[config.mk]
export PLATFORM = sky130hd
export DESIGN_NAME = key_conditioner
export DESIGN_NICKNAME = d
export VERILOG_FILES = /design/src/rtl/key_pkg.sv /design/src/rtl/key_channel.sv /design/src/rtl/key_conditioner.sv
export SDC_FILE = /design/constraint.sdc
export NUM_CORES = 1
export LEC_CHECK = 0
export BUFFER_PORTS_ARGS = -buffer_cell sky130_fd_sc_hd__buf_4
export CAP_MARGIN = 40
export CORE_UTILIZATION = 33
export CTS_CLUSTER_DIAMETER = 150
export CTS_CLUSTER_SIZE = 14
export DETAILED_ROUTE_END_ITERATION = 6
export GPL_TIMING_DRIVEN = 0
export PLACE_DENSITY_LB_ADDON = 0.2
export RECOVER_POWER = 25
export SLEW_MARGIN = 15
export SYNTH_ARGS = -nofsm -noshare
export SYNTH_HDL_FRONTEND = slang
export SYNTH_SLANG_ARGS = --single-unit
export TNS_END_PERCENT = 10
[constraint.sdc]
create_clock -name clk -period 3.95 [get_ports clk]
set_input_delay 0.1975 -clock clk [delete_from_list [all_inputs] [get_ports clk]]
set_output_delay 0.1975 -clock clk [all_outputs]
set_load 0.05 [all_outputs]
[src/rtl/key_pkg.sv]
`default_nettype none
// +--------------------------------------------------------------------------+
// | Module   : key_pkg                                                       |
// | Purpose  : Shared constants, repeat-FSM state type and a counter-width   |
// |            helper for the key conditioner slice.                         |
// | Contents : c_TICK_DIV, c_DB_TICKS, c_HOLD_TICKS, c_REP_TICKS,            |
// |            rep_state_t {REL, HOLD, RPT}, cnt_width()                     |
// | Revision : 1.0 - initial release                                         |
// +--------------------------------------------------------------------------+
package key_pkg;

  localparam int unsigned c_TICK_DIV   = 131072;
  localparam int unsigned c_DB_TICKS   = 4;
  localparam int unsigned c_HOLD_TICKS = 200;
  localparam int unsigned c_REP_TICKS  = 40;

  typedef enum logic [1:0] {
    REL  = 2'd0,
    HOLD = 2'd1,
    RPT  = 2'd2
  } rep_state_t;

  // Width of a counter that holds 0..max_val-1; never narrower than one bit
  // so a terminal count of 1 still yields a legal vector.
  function automatic int unsigned cnt_width(input int unsigned max_val);
    return (max_val > 1) ? $clog2(max_val) : 1;
  endfunction

endpackage
`default_nettype wire

[src/rtl/key_channel.sv]
`default_nettype none
// +--------------------------------------------------------------------------+
// | Module   : key_channel                                                   |
// | Purpose  : One key: 2-flop synchroniser, tick-sampled debounce, edge     |
// |            pulses, toggle level and long-press auto-repeat FSM.          |
// | Ports    : clk, clr (async, active high), tick_i (sample strobe),        |
// |            key_i (raw, 0 = pressed) -> level_o, press_o, release_o,      |
// |            toggle_o, repeat_o                                            |
// | Revision : 1.0 - initial release                                         |
// +--------------------------------------------------------------------------+
module key_channel
  import key_pkg::*;
#(
  parameter int unsigned DB_TICKS   = c_DB_TICKS,
  parameter int unsigned HOLD_TICKS = c_HOLD_TICKS,
  parameter int unsigned REP_TICKS  = c_REP_TICKS
) (
  input  logic clk,
  input  logic clr,
  input  logic tick_i,
  input  logic key_i,
  output logic level_o,
  output logic press_o,
  output logic release_o,
  output logic toggle_o,
  output logic repeat_o
);

  localparam int unsigned DB_W = cnt_width(DB_TICKS);
  localparam int unsigned HC_W = cnt_width((HOLD_TICKS > REP_TICKS) ? HOLD_TICKS : REP_TICKS);
  localparam logic [DB_W-1:0] DB_LAST   = DB_W'(DB_TICKS - 1);
  localparam logic [HC_W-1:0] HOLD_LAST = HC_W'(HOLD_TICKS - 1);
  localparam logic [HC_W-1:0] REP_LAST  = HC_W'(REP_TICKS - 1);

  logic            sync1_q, sync2_q;
  logic            level_q, level_d;
  logic [DB_W-1:0] cnt_q, cnt_d;
  logic            press_q, press_d;
  logic            release_q, release_d;
  logic            toggle_q, toggle_d;
  logic            repeat_q, repeat_d;
  rep_state_t      state_q, state_d;
  logic [HC_W-1:0] hc_q, hc_d;

  // Debounce: only tick edges can move the count or the accepted level.
  always_comb begin
    level_d   = level_q;
    cnt_d     = cnt_q;
    press_d   = 1'b0;
    release_d = 1'b0;
    toggle_d  = toggle_q;
    if (tick_i) begin
      if (sync2_q == level_q) begin
        cnt_d = '0;
      end else if (cnt_q == DB_LAST) begin
        cnt_d     = '0;
        level_d   = sync2_q;
        press_d   = sync2_q;
        release_d = ~sync2_q;
        toggle_d  = toggle_q ^ sync2_q;
      end else begin
        cnt_d = cnt_q + 1'b1;
      end
    end
  end

  // Repeat FSM. The accepted edges are taken from the debounce decision of
  // the same cycle, so a release on a repeat-terminal tick wins outright and
  // a fresh press always restarts the hold interval without a pulse.
  always_comb begin
    state_d  = state_q;
    hc_d     = hc_q;
    repeat_d = 1'b0;
    if (release_d) begin
      state_d = REL;
      hc_d    = '0;
    end else if (press_d) begin
      state_d = HOLD;
      hc_d    = '0;
    end else if (tick_i) begin
      case (state_q)
        HOLD: begin
          if (hc_q == HOLD_LAST) begin
            repeat_d = 1'b1;
            state_d  = RPT;
            hc_d     = '0;
          end else begin
            hc_d = hc_q + 1'b1;
          end
        end
        RPT: begin
          if (hc_q == REP_LAST) begin
            repeat_d = 1'b1;
            hc_d     = '0;
          end else begin
            hc_d = hc_q + 1'b1;
          end
        end
        default: begin
          state_d = REL;
          hc_d    = '0;
        end
      endcase
    end
  end

  always_ff @(posedge clk or posedge clr) begin
    if (clr) begin
      sync1_q   <= 1'b0;
      sync2_q   <= 1'b0;
      level_q   <= 1'b0;
      cnt_q     <= '0;
      press_q   <= 1'b0;
      release_q <= 1'b0;
      toggle_q  <= 1'b0;
      repeat_q  <= 1'b0;
      state_q   <= REL;
      hc_q      <= '0;
    end else begin
      // Inverted so the synchronised value reads 1 = pressed.
      sync1_q   <= ~key_i;
      sync2_q   <= sync1_q;
      level_q   <= level_d;
      cnt_q     <= cnt_d;
      press_q   <= press_d;
      release_q <= release_d;
      toggle_q  <= toggle_d;
      repeat_q  <= repeat_d;
      state_q   <= state_d;
      hc_q      <= hc_d;
    end
  end

  assign level_o   = level_q;
  assign press_o   = press_q;
  assign release_o = release_q;
  assign toggle_o  = toggle_q;
  assign repeat_o  = repeat_q;

endmodule
`default_nettype wire

[src/rtl/key_conditioner.sv]
`default_nettype none
// +--------------------------------------------------------------------------+
// | Module   : key_conditioner                                               |
// | Purpose  : Multi-key push-button conditioner: shared sample-tick         |
// |            prescaler plus one key_channel per key.                       |
// | Ports    : clk, clr (async, active high), key_i[NKEY] (0 = pressed)      |
// |            -> level_o, press_o, release_o, toggle_o, repeat_o [NKEY],    |
// |            tick_o (sample strobe)                                        |
// | Revision : 1.0 - initial release                                         |
// +--------------------------------------------------------------------------+
module key_conditioner
  import key_pkg::*;
#(
  parameter int unsigned NKEY       = 3,
  parameter int unsigned TICK_DIV   = c_TICK_DIV,
  parameter int unsigned DB_TICKS   = c_DB_TICKS,
  parameter int unsigned HOLD_TICKS = c_HOLD_TICKS,
  parameter int unsigned REP_TICKS  = c_REP_TICKS
) (
  input  logic            clk,
  input  logic            clr,
  input  logic [NKEY-1:0] key_i,
  output logic [NKEY-1:0] level_o,
  output logic [NKEY-1:0] press_o,
  output logic [NKEY-1:0] release_o,
  output logic [NKEY-1:0] toggle_o,
  output logic [NKEY-1:0] repeat_o,
  output logic            tick_o
);

  localparam int unsigned DIV_W = cnt_width(TICK_DIV);
  localparam logic [DIV_W-1:0] DIV_LAST = DIV_W'(TICK_DIV - 1);

  logic [DIV_W-1:0] div_q, div_d;

  always_comb begin
    div_d = (div_q == DIV_LAST) ? '0 : div_q + 1'b1;
  end

  always_ff @(posedge clk or posedge clr) begin
    if (clr) begin
      div_q <= '0;
    end else begin
      div_q <= div_d;
    end
  end

  assign tick_o = (div_q == DIV_LAST);

  generate
    for (genvar n = 0; n < NKEY; n++) begin : g_chan
      key_channel #(
        .DB_TICKS   (DB_TICKS),
        .HOLD_TICKS (HOLD_TICKS),
        .REP_TICKS  (REP_TICKS)
      ) u_chan (
        .clk       (clk),
        .clr       (clr),
        .tick_i    (tick_o),
        .key_i     (key_i[n]),
        .level_o   (level_o[n]),
        .press_o   (press_o[n]),
        .release_o (release_o[n]),
        .toggle_o  (toggle_o[n]),
        .repeat_o  (repeat_o[n])
      );
    end
  endgenerate

endmodule
`default_nettype wire

==> results of run 1 <==
cells by family after synthesis:
logic type	synth area share
buffers and inverters	0.0719
DFF	0.502
xor gates and xnor gates	0.0638
muxes	0.0173
adders and majority gates	0.0475
and+or+nand+nor	0.186
AOI/OAI and AO/OA	0.111
power by group:
group	leakage [nW]	internal, mW	switching, mW
Clock	0.0920	0.256	0.270
Combinational	0.856	0.00713	0.0180
Sequential	1.01	0.760	0.00223
worst paths after layout:
check | from | slack (ns) | to
worst max-delay path | div_q[0] | 0.98 | div_q[6]
worst min-delay path | g_chan[0].u_chan.sync1_q | 0.35 | g_chan[0].u_chan.sync2_q
worst min register to register | g_chan[0].u_chan.sync1_q | 0.35 | g_chan[0].u_chan.sync2_q
max in group asynchronous | clr | 1.63 | g_chan[2].u_chan.cnt_q[0]
worst max register to register | div_q[0] | 0.98 | div_q[6]
min in group asynchronous | clr | 0.49 | g_chan[1].u_chan.press_o
registers in the layout (all words and copies together) (netlist names):
signal and flops:
div_q 17, g_chan.u_chan.sync2_q 3, g_chan.u_chan.press_o 3, g_chan.u_chan.cnt_q 6
g_chan.u_chan.release_o 3, g_chan.u_chan.toggle_o 3, g_chan.u_chan.state_q 6, g_chan.u_chan.level_o 3
g_chan.u_chan.hc_q 24, g_chan.u_chan.repeat_o 3, g_chan.u_chan.sync1_q 3
worst max-delay path: cells and delay by family, from the launching register on:
kind                       cells  cell delay (ns)
buffers and inverters          3             1.16
adders and majority gates      2             0.68
and+or+nand+nor                3             0.63
DFF                            1             0.38
placed cells by master, fill, tap and decap left out, types with 7 or more instances in the layout:
cell	n
a21oi_1	9
and3_1	7
buf_4	31
clkbuf_8	11
dfrtp_1	74
ha_1	14
inv_1	31
nand2_1	25
nand3_1	16
nor2_1	38
nor3b_1	8
o21ai_0	13
o22ai_1	10
xnor2_1	12
xor2_1	13
layer usage:
metal	up-vias	routed length (um)	GRT usage
li1	1293	-	-
met1	1229	3260	0.158
met2	33	3050	0.208
met3	9	230	0.0381
met4	0	112	0.0528
met5	-	0	0
cell usage after synthesis, types with 4 or more instances:
| master | instances | area (um2) |
|---|---|---|
| nand4_1 | 4 | 25.0 |
| nand3b_1 | 4 | 30.0 |
| a21oi_1 | 9 | 45.0 |
| ha_1 | 14 | 175 |
| nor3_1 | 4 | 20.0 |
| o21ai_0 | 13 | 65.1 |
| nand2_1 | 25 | 93.8 |
| nor2_1 | 38 | 143 |
| and3_1 | 7 | 43.8 |
| xnor2_1 | 12 | 105 |
| dfrtp_1 | 74 | 1850 |
| nor3b_1 | 8 | 60.1 |
| buf_4 | 15 | 113 |
| a21o_1 | 4 | 30.0 |
| xor2_1 | 13 | 114 |
| clkbuf_1 | 4 | 15.0 |
| nand3_1 | 16 | 80.1 |
| inv_1 | 32 | 120 |
| o22ai_1 | 10 | 62.6 |
| or3_1 | 5 | 31.3 |
through the flow:
| step | setup WS [ns] | instances |
|---|---|---|
| finish | 0.978 | 539 |
| global route | 0.585 | 539 |
| global placement | 0.783 | 519 |
| floorplan | 1.27 | 359 |
| CTS | 0.770 | 539 |
| detailed placement | 0.819 | 520 |
cell type report:
cell class | instances | area (um2) | area share
Sequential cell | 74 | 1850 | 0.438
Multi-Input combinational cell | 230 | 1570 | 0.371
Timing Repair Buffer | 25 | 195 | 0.0462
Tap cell | 140 | 175 | 0.0414
Clock buffer | 12 | 155 | 0.0367
Buffer | 23 | 145 | 0.0343
Inverter | 32 | 121 | 0.0287
Clock inverter | 3 | 15.0 | 0.00355
repair_timing:
action                    4_1_cts  5_1_grt
hold buffers                    4        0
hold endpoints to repair       19        0
resized for setup               0        0
==> flow_metrics.tcl, run 1 <==
set metrics [dict create \
    syn_nets 378 \
    drtIter0Drc 56 \
    cts.sinks 74 \
    min_path_type "flop to flop" \
    fin_crit_ns 2.97 \
    hold_slack_ns 0.350 \
    grtUsageTotal 0.128 \
    route.vias.total 2564 \
    tritoncts "done" \
    holdPathStages 0 \
    ys_seq_area_frac 0.502 \
    final_util 0.390 \
    maxSlewHeadroom 0.0273 \
    synth-async-reset-ratio 1.00 \
    cp-end-kind "flop" \
    hold_violations 0 \
    postRouteAntennaNets 0 \
    drv_slew 0 \
    dieArea_mm2 0.0116 \
    power_density_mw_per_mm2 311 \
    synth_edf_count 0 \
    reg2reg_depth 8 \
    drv_cap 0 \
    p_leak_nw 1.95 \
    cp-start-kind "flop" \
    dp_hpwl_mm 4.51 \
    ir_worst_vdd_v 0.000180 \
    ys_ff_latch 74 \
    p_total_mw 1.31 \
    rsz0062_at_grt "false" \
    fin_skew_ns 0.00918 \
    portBuffers 20 \
    start_util 0.340 \
    crit_path_frequent_cell "ha_1" \
    grt_max_degree 59 \
    grt_overflow 0 \
    path_clk_slew_ns 0.07 \
    max_clock_freq_mhz 336 \
    numCtsBuffers 9 \
    via_per_inst 4.76 \
    antenna_found_initial 0 \
    areaGrowthSynthToFinish_pct 14.7 \
    netlist_area_mm2 0.00369 \
    crit_arrival_ns 3.19 \
    place_congestion 0.761 \
    fillers 1108 \
    stdcell_area_mm2 0.00423 \
    grt_pass1_wl_mm 11.5 \
    crit_chain "ha_1 > nand4_1 > nor3_1 > ha_1 > buf_2 > clkbuf_1 > buf_1 > nor2_1" \
    ios 21 \
    cts_root_buf "clkbuf_8" \
    crit_fanout 10 \
    insertedDiodeCount 0 \
    synth_flop_cell "dfrtp_1" \
    drive_gt1_frac 0.163 \
    drc 0 \
    max_stage_delay_ns 0.45 \
    cts_buffer_depth 2 \
    setup_viol 0 \
    setup_tns_ns 0 \
    slowest_stage "clkbuf_1" \
    wire_per_inst_um 12.3 \
    fp.dieW_um 108 \
    crit_type "flop to flop" \
    placed_cell_area_mm2 0.00404 \
    grt_pass1_vias 2511 \
    avgSynthCellArea_um2 10.3 \
    ys_warn_count 0 \
    core_mm2 0.0108 \
    fin_crit_sh 0.752 \
    die_height_um 108 \
    post_cts_buffers 0 \
    synth_cells 359 \
    dr.pass1.iters 4 \
    worstPathRequired_ns 4.17 \
    wl_mm 6.65 \
    rows 38 \
    htreeDepth 3 \
    outcome "completed" \
    tightest_slew_ns 1.46 \
    yosysUniqueCellTypes 55 \
    clk_latency_ns 0.35 \
    nets 414 \
]
(Power assumes the default switching activity.)
==> run 2: changes to the inputs <==
- clock period: 3.95 -> 3 ns (I/O delays scaled with it)
==> run 2 against run 1 <==
Critical path depth unchanged. Largest cell class unchanged. Global-route usage barely moved. Non-clock buffer count unchanged. Power up 32%. Core utilization rose by 0.10 points. Via count about the same. Cell count is the same. Sequential power increased by 31%. Largest power group unchanged. Hold slack is essentially flat. First-iteration DRC count down 1.8%. Register-to-register slack got worse by 0.59 ns. Die area stayed put. Critical path type unchanged.
==> flow_metrics.tcl, run 2 (same netlist as run 1, synthesis figures left out) <==
set metrics [dict create \
    drive_gt1_frac 0.180 \
    grt_overflow 0 \
    dieArea_mm2 0.0116 \
    fin_ws_ns 0.389 \
    setup_viol 0 \
    worstPathRequired_ns 3.22 \
    wl_mm 6.65 \
    rsz0062_at_grt "false" \
    nets 414 \
    hold_violations 0 \
    hp-start "g_chan[0].u_chan.sync1_q" \
    via_per_inst 4.76 \
    core_mm2 0.0108 \
    crit_arrival_ns 2.83 \
    p_leak_nw 1.97 \
    rows 38 \
    holdPathStages 0 \
    crit_type "flop to flop" \
    power_density_mw_per_mm2 408 \
    path_clk_slew_ns 0.07 \
    most-common-layout-cells "dfrtp_1 (74), nor2_1 (37), inv_1 (31), buf_4 (31), nand2_1 (25)" \
    ios 21 \
    areaGrowthSynthToFinish_pct 15.0 \
    fin_crit_ns 2.61 \
    grtUsageTotal 0.128 \
    reg.largest.list "g_chan.u_chan.hc_q (24), div_q (17)" \
    start_util 0.340 \
    r2r_slack_ns 0.39 \
    dr.pass1.iters 4 \
    drtIter0Drc 55 \
    post_cts_buffers 0 \
    grt_max_degree 59 \
    grt_pass1_vias 2515 \
    final_common_cell "dfrtp_1" \
    htreeDepth 3 \
    place_congestion 0.761 \
    cp-end-kind "flop" \
    outcome "completed" \
    p_total_mw 1.73 \
    min_path_type "flop to flop" \
    drv_cap 0 \
    fin_skew_ns 0.00825 \
    top_register "g_chan.u_chan.hc_q" \
    max_clock_freq_mhz 383 \
    hold_path_end "g_chan[0].u_chan.sync2_q" \
    setup_tns_ns 0 \
    cts_root_buf "clkbuf_8" \
    route.vias.total 2565 \
    drc 0 \
    portBuffers 20 \
    antenna_found_initial 0 \
    fin_crit_sh 0.870 \
    r2r_end "g_chan[1].u_chan.hc_q[6]" \
    postRouteAntennaNets 0 \
    wire_per_inst_um 12.3 \
    ir_worst_vdd_v 0.000238 \
    tritoncts "done" \
    cp-start-kind "flop" \
    numCtsBuffers 9 \
    regToRegStartpoint "div_q[0]" \
    die_height_um 108 \
    cts_buffer_depth 2 \
    tightest_slew_ns 1.45 \
    preCtsSetupSlack_ns -0.131 \
    maxSlewHeadroom 0.0308 \
    cts.sinks 74 \
    fp.dieW_um 108 \
    crit_fanout 10 \
    grt_pass1_wl_mm 11.5 \
    dp_hpwl_mm 4.51 \
    reg2reg_depth 8 \
    insertedDiodeCount 0 \
    largest_register_ffs 24 \
    drv_slew 0 \
    clk_latency_ns 0.35 \
]
## run 2: cell count changes in the layout (fill, tap and decap cells not counted)
cell,before,now
buf_1,2,0
buf_2,2,3
clkbuf_1,5,2
clkbuf_2,1,5
ha_1,14,13
ha_2,0,1
nor2_1,38,37
nor2_2,0,1
## run 2: worst max-delay path by stage
stage | from | to | slack (ns) | depth (start not counted)
2_1_floorplan | div_q[7] | g_chan[1].u_chan.hc_q[4] | 0.32 | 9
3_3_place_gp | div_q[0] | div_q[4] | -0.13 | 8
3_5_place_dp | div_q[0] | div_q[3] | -0.13 | 8
4_1_cts | div_q[0] | div_q[3] | 0.02 | 8
5_1_grt | div_q[0] | g_chan[0].u_chan.hc_q[1] | 0.12 | 8
6_report | div_q[0] | g_chan[1].u_chan.hc_q[6] | 0.39 | 8
## run 2: layout make-up
class	count	area [um2]
plain buffers	23	151
clock buffers	12	155
clock inverters	3	15.0
fillers	1111	6600
inverters	32	121
multi-input cells	230	1580
flip-flops and latches	74	1850
well taps	140	175
repair buffers	25	195
## run 2: critical path: stages, from the launching register on
cell      delay [ns]
dfrtp_1         0.38
ha_1            0.24
nand4_1         0.28
nor3_1          0.27
ha_2            0.35
buf_2           0.26
buf_2           0.26
clkbuf_2        0.30
o22ai_1         0.14
## run 2: what timing repair did
action | CTS | global route
endpoints found under the setup margin | 25 | 20
hold endpoints to repair | 19 | 0
gates resized for setup | 4 | 3
hold buffers | 4 | 0
## run 2: metal layers
layer	track usage	share of wire	vias up
li1	-	-	1294
met1	0.158	0.49	1231
met2	0.209	0.46	31
met4	0.0528	0.017	0
met3	0.0381	0.034	9
met5	0	0	-
## run 2: metrics by stage
step                      instance area [um2]  hold WS (ns)  instances   util
after detailed placement                 4040         0.112        520  0.373
final                                    4240         0.350        539  0.391
after global placement                   4010         0.295        519  0.370
after CTS                                4260         0.278        539  0.393
after floorplan                          3690         0.209        359      -
after global routing                     4240         0.365        539  0.391
## run 2: where the power goes
part / switching [mW] / total [mW] / internal, mW
clock: 0.357 / 0.694 / 0.337
combinational: 0.0238 / 0.0332 / 0.00940
sequential: 0.00292 / 1.00 / 1.00
